### src/rtl/ram_arb_pkg.sv
// Shared types and default constants for the two-port RAM arbiter.
package ram_arb_pkg;
  localparam int DATA_W     = 32;
  localparam int ADDR_W     = 10;
  localparam int MEM_DEPTH  = 11;
  localparam int STARVE_MAX = 4;

  typedef enum logic {IDLE = 1'b0, ACCESS = 1'b1} arb_state_e;
endpackage

### src/rtl/arb_starve_ctr.sv
// Counts consecutive CPU wins while IO is waiting; raises o_force_io at the limit.
module arb_starve_ctr
  import ram_arb_pkg::*;
#(
  parameter int STARVE_MAX = ram_arb_pkg::STARVE_MAX
) (
  input  logic clock,
  input  logic reset,
  input  logic i_idle,
  input  logic i_io_req,
  input  logic i_cpu_xfer,
  input  logic i_io_xfer,
  output logic o_force_io
);
  localparam int              CW     = $clog2(STARVE_MAX + 1);
  localparam logic [CW-1:0]   LP_MAX = CW'(STARVE_MAX);

  logic [CW-1:0] r_cnt;

  always_ff @(posedge clock) begin
    if (reset)
      r_cnt <= '0;
    else if (i_io_xfer || (i_idle && !i_io_req))
      r_cnt <= '0;
    else if (i_cpu_xfer && i_io_req && (r_cnt != LP_MAX))
      r_cnt <= r_cnt + 1'b1;
  end

  assign o_force_io = (r_cnt == LP_MAX);
endmodule

### src/rtl/ram_arbiter.sv
// Two-port (CPU / IO) arbiter in front of a single-port RAM: grant in IDLE,
// one ACCESS cycle, registered read data and an out-of-range error pulse.
module ram_arbiter
  import ram_arb_pkg::*;
#(
  parameter int DATA_W     = ram_arb_pkg::DATA_W,
  parameter int ADDR_W     = ram_arb_pkg::ADDR_W,
  parameter int MEM_DEPTH  = ram_arb_pkg::MEM_DEPTH,
  parameter int STARVE_MAX = ram_arb_pkg::STARVE_MAX
) (
  input  logic              clock,
  input  logic              reset,
  input  logic              cpu_req,
  input  logic              cpu_write,
  input  logic [ADDR_W-1:0] cpu_addr,
  input  logic [DATA_W-1:0] cpu_wdata,
  output logic              cpu_gnt,
  output logic              cpu_rvalid,
  output logic [DATA_W-1:0] cpu_rdata,
  input  logic              io_req,
  input  logic              io_write,
  input  logic [ADDR_W-1:0] io_addr,
  input  logic [DATA_W-1:0] io_wdata,
  output logic              io_gnt,
  output logic              io_rvalid,
  output logic [DATA_W-1:0] io_rdata,
  output logic              mem_write,
  output logic [ADDR_W-1:0] mem_addr,
  output logic [DATA_W-1:0] mem_value,
  input  logic [DATA_W-1:0] mem_result,
  output logic              addr_err
);
  localparam logic [ADDR_W-1:0] LP_DEPTH = ADDR_W'(MEM_DEPTH);

  arb_state_e        r_state;
  logic              r_write;
  logic              r_owner_io;
  logic [ADDR_W-1:0] r_addr;
  logic [DATA_W-1:0] r_wdata;
  logic              r_cpu_rvalid;
  logic              r_io_rvalid;
  logic              r_addr_err;
  logic [DATA_W-1:0] r_cpu_rdata;
  logic [DATA_W-1:0] r_io_rdata;

  logic w_idle, w_force_io, w_io_wins, w_cpu_gnt, w_io_gnt, w_in_range;

  assign w_idle     = (r_state == IDLE);
  assign w_io_wins  = io_req && (!cpu_req || w_force_io);
  assign w_cpu_gnt  = w_idle && cpu_req && !w_io_wins;
  assign w_io_gnt   = w_idle && w_io_wins;
  assign w_in_range = (r_addr < LP_DEPTH);

  arb_starve_ctr #(.STARVE_MAX(STARVE_MAX)) u_starve (
    .clock      (clock),
    .reset      (reset),
    .i_idle     (w_idle),
    .i_io_req   (io_req),
    .i_cpu_xfer (w_cpu_gnt),
    .i_io_xfer  (w_io_gnt),
    .o_force_io (w_force_io)
  );

  always_ff @(posedge clock) begin
    if (reset) begin
      r_state      <= IDLE;
      r_write      <= 1'b0;
      r_owner_io   <= 1'b0;
      r_addr       <= '0;
      r_wdata      <= '0;
      r_cpu_rvalid <= 1'b0;
      r_io_rvalid  <= 1'b0;
      r_addr_err   <= 1'b0;
      r_cpu_rdata  <= '0;
      r_io_rdata   <= '0;
    end else begin
      r_cpu_rvalid <= 1'b0;
      r_io_rvalid  <= 1'b0;
      r_addr_err   <= 1'b0;
      case (r_state)
        IDLE: begin
          if (w_cpu_gnt || w_io_gnt) begin
            r_state    <= ACCESS;
            r_owner_io <= w_io_gnt;
            r_write    <= w_io_gnt ? io_write : cpu_write;
            r_addr     <= w_io_gnt ? io_addr  : cpu_addr;
            r_wdata    <= w_io_gnt ? io_wdata : cpu_wdata;
          end
        end
        ACCESS: begin
          r_state    <= IDLE;
          r_addr_err <= !w_in_range;
          // Out-of-range reads still complete, returning zero.
          if (!r_write) begin
            if (r_owner_io) begin
              r_io_rvalid <= 1'b1;
              r_io_rdata  <= w_in_range ? mem_result : '0;
            end else begin
              r_cpu_rvalid <= 1'b1;
              r_cpu_rdata  <= w_in_range ? mem_result : '0;
            end
          end
        end
        default: r_state <= IDLE;
      endcase
    end
  end

  assign cpu_gnt    = w_cpu_gnt;
  assign io_gnt     = w_io_gnt;
  assign cpu_rvalid = r_cpu_rvalid;
  assign io_rvalid  = r_io_rvalid;
  assign cpu_rdata  = r_cpu_rdata;
  assign io_rdata   = r_io_rdata;
  assign addr_err   = r_addr_err;
  assign mem_addr   = r_addr;
  assign mem_value  = r_wdata;
  assign mem_write  = (r_state == ACCESS) && r_write && w_in_range;
endmodule

### config.mk
export PLATFORM = sky130hd
export DESIGN_NAME = ram_arbiter
export DESIGN_NICKNAME = d
export VERILOG_FILES = /design/src/rtl/ram_arb_pkg.sv /design/src/rtl/arb_starve_ctr.sv /design/src/rtl/ram_arbiter.sv
export SDC_FILE = /design/constraint.sdc
export NUM_CORES = 1
export LEC_CHECK = 0
export BUFFER_PORTS_ARGS = -buffer_cell sky130_fd_sc_hd__buf_2
export CAP_MARGIN = 30
export CELL_PAD_IN_SITES_DETAIL_PLACEMENT = 1
export CELL_PAD_IN_SITES_GLOBAL_PLACEMENT = 2
export CORE_AREA = 4 4 139 141
export DETAILED_ROUTE_END_ITERATION = 7
export DIE_AREA = 0 0 143 145
export HOLD_SLACK_MARGIN = 0.02
export PLACE_DENSITY_LB_ADDON = 0.08
export SLEW_MARGIN = 15
export SYNTH_ARGS = -nofsm -noshare
export SYNTH_HDL_FRONTEND = slang
export SYNTH_SLANG_ARGS = --single-unit
### constraint.sdc
create_clock -name clock -period 2.14 [get_ports clock]
set_input_delay 0.107 -clock clock [delete_from_list [all_inputs] [get_ports clock]]
set_output_delay 0.107 -clock clock [all_outputs]
set_load 0.01 [all_outputs]
== After elaboration in Yosys (flattened, before gate mapping) ==
Index checks and enable logic that the tools add are counted.
Storage, ports and cells
  word-level logic and storage cells: 48
  register bits: 115
  output and inout bits: 112
  bits of input ports: 122
Cells by class
  muxes and demuxes: 8
  bitwise operators: 3
  magnitude comparators: 1
  reductions and logical operators: 22
  eq/ne operators: 2
  add/subtract/negate cells: 1
Operator list (count)
  32-bit 2-to-1 mux: 2
  10-bit by 4-bit less-than comparator with 1-bit output, second input constant: 1
  10-bit 2-to-1 mux: 1
  1-bit logical AND: 9
  3-bit AND reduction: 2
  1-bit zero test: 4
  1-bit 2-to-1 mux: 4
  2-bit OR reduction: 2
  3-bit by 1-bit adder with 3-bit output, second input constant: 1
  3-bit == test, second input constant: 1
  1-bit logical OR: 3
  3-bit != test, second input constant: 1
  1-bit inverter: 3
  3-bit OR reduction: 1
  1-bit case mux with 2 select lines: 1
  2-bit AND reduction: 1

== Depth between registers and ports, before layout ==
  depth after elaboration: 8
  mapped depth: 7
  gate-level depth less buffers: 5

== Hierarchy ==
Synthesis repeated with hierarchy kept, for this count alone.
Second synthesis, totals
  cell total of the unflattened synthesis: 552
  area total of the unflattened synthesis: 5356.4 um2
Modules (own cells, without submodules)
  ram_arbiter: area each 5180.0 um2, cells an instance 531, instances 1, seq. area each 2242.2 um2
  arb_starve_ctr: area each 176.4 um2, cells an instance 21, instances 1, seq. area each 60.1 um2

== Least setup slack after synthesis ==
OpenSTA, ideal clock, no wires.
  path type: reg-to-reg
  start: reg u_starve.r_cnt[0]
  end: reg r_write
  buffers on the path: 2
  required time: 2.067 ns
  setup time: 0.073 ns
  path slack: 0.690 ns
  cell stages (with the launch flop): 8
  period minus slack after synthesis: 1.450 ns
  arrival: 1.377 ns
  cell sequence: dfxtp_1 > inv_1 > ha_1 > a21boi_0 > buf_2 > buf_2 > o2111ai_1 > o211ai_2
On the way
  longest elaborated chain between the ends: 7
  elaborated cells between the ends (all ways): 9
  classes of those cells: eq/ne: 1; mux: 1; reduce/logical: 7
Ends and longest elaborated chain
  from (decl): RTL line arb_starve_ctr.sv:18  | logic [CW-1:0] r_cnt;
  from (signal assigned): RTL line arb_starve_ctr.sv:26  | r_cnt <= r_cnt + 1'b1;
  3-bit == test (*): RTL line arb_starve_ctr.sv:29  | assign o_force_io = (r_cnt == LP_MAX);
  1-bit logical OR (*): RTL line ram_arbiter.sv:49  | assign w_io_wins = io_req && (!cpu_req || w_force_io);
  1-bit logical AND (*): RTL line ram_arbiter.sv:49
  1-bit zero test: RTL line ram_arbiter.sv:50  | assign w_cpu_gnt = w_idle && cpu_req && !w_io_wins;
  1-bit logical AND: RTL line ram_arbiter.sv:50
  1-bit logical OR: RTL line ram_arbiter.sv:82  | if (w_cpu_gnt || w_io_gnt) begin
  2-bit AND reduction (no line)
  to (signal assigned): RTL line ram_arbiter.sv:85  | r_write <= w_io_gnt ? io_write : cpu_write;
  to (decl): RTL line ram_arbiter.sv:36  | logic r_write;
Every way passes the cells marked *; elsewhere a longest branch is shown, timed or not.
A chain may end at the register's enable or synchronous reset.

== Worst setup path after layout ==
  start: reg r_addr[9], in the netlist mem_addr[9]
  end: out mem_write
On the way
  longest elaborated chain between the ends: 2
Ends and longest elaborated chain
  from (decl): RTL line ram_arbiter.sv:38  | logic [ADDR_W-1:0] r_addr;
  from (signal assigned): RTL line ram_arbiter.sv:86  | r_addr <= w_io_gnt ? io_addr : cpu_addr;
  10-bit by 4-bit less-than comparator with 1-bit output: RTL line ram_arbiter.sv:52  | assign w_in_range = (r_addr < LP_DEPTH);
  1-bit logical AND: RTL line ram_arbiter.sv:118  | assign mem_write = (r_state == ACCESS) && r_write && w_in_range;
  to (decl): RTL line ram_arbiter.sv:27  | output logic mem_write,
Every way passes these cells.

==> results.cfg <==
[sta]
slew_headroom = 0.523
drv_slew = 0
max_freq_ghz = 0.503
hold_viol = 0
rsz0062_at_grt = false
period_needed_ns = 1.99
period_share = 0.929
tightest_slew_ns = 0.713
final-setup-viol-count = 0
fin_skew_ns = 0.0143
setup_tns_ns = 0

[clock_tree]
cts_buffer_depth = 2
cts_htree_levels = 4
clock_sinks = 115
insertion_delay_ns = 0.41
cts_tree = done
path_clk_slew_ns = 0.05
cts_made_buffers = 17
cts-root-buf = clkbuf_16

[power_and_ir_drop]
netSwitchingFraction = 0.267
p_per_area_nw_per_um2 = 787
seqPwrFrac = 0.353
pwr-share-clk = 0.479
p_leak_nw = 3.65
ir_drop_v = 0.000502
p_sw_mw = 1.76
combPwrFrac = 0.168
p_int_mw = 4.83

[floorplanning]
die_x_um = 143
row_count = 49
ios = 234
start_util = 0.289
die_area_um2 = 20700
die_h_um = 145
core_um2 = 18000

[yosys]
seq_area_frac_synth = 0.443
synth_edf_count = 0
synth_warnings = 0
synth_seq_cells = 115
synthTopCellsByArea = dfxtp_1 44%, nand3_1 15%, o211ai_2 9.1%
syn_nets = 688
synth_flop_cell = dfxtp_1
synth_cells = 564
synthDistinctLibCells = 32
syn_area_per_cell_um2 = 9.22
syn_area_um2 = 5200
synth_top_area_frac = 0.443
synthArstFlopShare = 0
yosysTopAreaCell = dfxtp_1

[route]
ant_nets = 0
first_pass_iters = 5
drt_wl_total_um = 19800
avgViaCountPerCell = 5.15
drcViolationCount = 0
wl_per_cell_um = 17.6
via_count = 5770
drt-initial-drc-count = 148

[grt]
grt_overflow = 0
grt_max_degree = 67
grt_pass1_wl_um = 32000
grt_usage = 0.189
grt_pass1_vias = 6142
antenna_found_initial = 3

[setup_path]
critical_path_required_ns = 2.03
path_max_fanout = 66
start_kind = register
worst-r2r-cell-count = 4
cp_cell_sequence = nor4_1 > o211ai_1 > buf_12 > nor2_1 > buf_2
slowest_stage = nor4_1
crit_start = mem_addr[9]$_SDFFE_PP0P_
critical_path_class = reg -> out
slowest_delay_ns = 0.41
cp-end-kind = output port
regToRegStartpoint = r_state$_SDFF_PP0_
worstPathArrival_ns = 1.88

[run_status]
status = complete, no violations

[cells_and_area]
area_delta_synth_final_pct = 61.1
layout-drive-gt1-share = 0.369
nNetsFinal = 999
finalInstanceArea_um2 = 8380

[min_path]
min_path_type = in -> reg
hp-start = io_req
min_path_cells = 3

[placement]
hpwl_um = 12800
dpl-instance-area_um2 = 6520
port_buffers = 233
globalplace.congestion = 0.752

[job]
drv_cap = 0
-- state kept, by name, summed over array words and instances (netlist names) --
name            cells
cpu_rdata          32
io_rdata           32
mem_value          32
mem_addr           10
u_starve.r_cnt      3
addr_err            1
cpu_rvalid          1
io_rvalid           1
r_owner_io          1
r_state             1
r_write             1
-- cell type report --
type                            count  area, um^2
Timing Repair Buffer              369        2610
Clock buffer                       18         429
Antenna cell                        3        7.51
Tap cell                          229         287
Sequential cell                   115        2300
Fill cell                        2059        9590
Multi-Input combinational cell    366        2490
Clock inverter                     14         225
Inverter                            6        27.5
-- cells in the mapped netlist, drive strengths merged (2+ instances only) --
| cell | count |
|---|---|
| ha | 2 |
| o211ai | 45 |
| o31ai | 64 |
| buf | 47 |
| dfxtp | 115 |
| inv | 6 |
| nor2 | 6 |
| a21oi | 4 |
| clkbuf | 30 |
| nand3 | 152 |
| nand2 | 36 |
| o2111ai | 43 |
-- layer usage --
| layer | vias up | share of wire | track usage |
|---|---|---|---|
| met5 | - | 0 | 0 |
| li1 | 2791 | - | - |
| met1 | 2783 | 0.43 | 0.225 |
| met4 | 0 | 0.014 | 0.0608 |
| met3 | 23 | 0.058 | 0.0461 |
| met2 | 173 | 0.50 | 0.330 |
-- metrics by stage --
stage                util  hold slack, ns  worst slack [ns]  instances  total power [mW]
floorplan               -           0.254             0.690        564              2.93
global placement    0.362           0.381             0.429        965              3.28
detailed placement  0.363           0.391             0.361        966              3.31
CTS                 0.466          0.0424            0.0938       1117              6.67
global route        0.466          0.0637            0.0292       1120              6.88
finish              0.466          0.0598             0.153       1120              6.59
-- repair_timing --
action                    in CTS  in global routing
hold buffers                 119                  0
buffers inserted               0                  0
gates resized for setup        0                  0
hold endpoints to repair     112                  0
-- final timing paths --
path / endpoint / slack (ns)
worst max-delay path: mem_write / 0.15
worst min-delay path: u_starve.r_cnt[0]$_SDFFE_PP0P_ / 0.06
worst max register to register: mem_value[2]$_SDFFE_PP0P_ / 0.37
worst min register to register: cpu_rdata[31]$_SDFFE_PP0P_ / 0.46
-- cell usage in the layout (no fill, tap or decap), types with 2 or more instances in the layout --
cell / count
a21oi_1: 4
buf_12: 8
buf_2: 233
buf_4: 8
bufinv_16: 5
clkbuf_16: 17
clkinv_4: 5
dfxtp_1: 115
diode_2: 3
dlygate4sd3_1: 119
ha_1: 2
inv_1: 5
inv_6: 4
nand2_1: 36
nand3_1: 152
nor2_1: 6
o2111ai_1: 43
o211ai_1: 7
o211ai_2: 38
o31ai_1: 62
o31ai_2: 2
-- power groups by stage --
stage	clock, mW	combinational, mW	sequential [mW]
after CTS	3.23	1.11	2.33
after floorplan	0	0.523	2.41
final	3.16	1.11	2.33
after global placement	0	0.910	2.37
after detailed placement	0	0.940	2.37
after global routing	3.33	1.21	2.34
-- kinds of logic after synthesis --
| logic type | count (synthesis) | synth area share |
|---|---|---|
| DFF | 115 | 0.443 |
| AOI/OAI and AO/OA | 161 | 0.280 |
| adders and majority gates | 2 | 0.00481 |
| and+or+nand+nor | 203 | 0.189 |
| buffers and inverters | 83 | 0.0838 |
-- critical path: cells and delay by family, from the launching register on --
family,cells,cell delay [ns]
compound gates,1,0.22
simple gates,2,0.53
flops,1,0.35
buf+inv,2,0.37
Note: power is estimated with default switching activity, not from simulation.
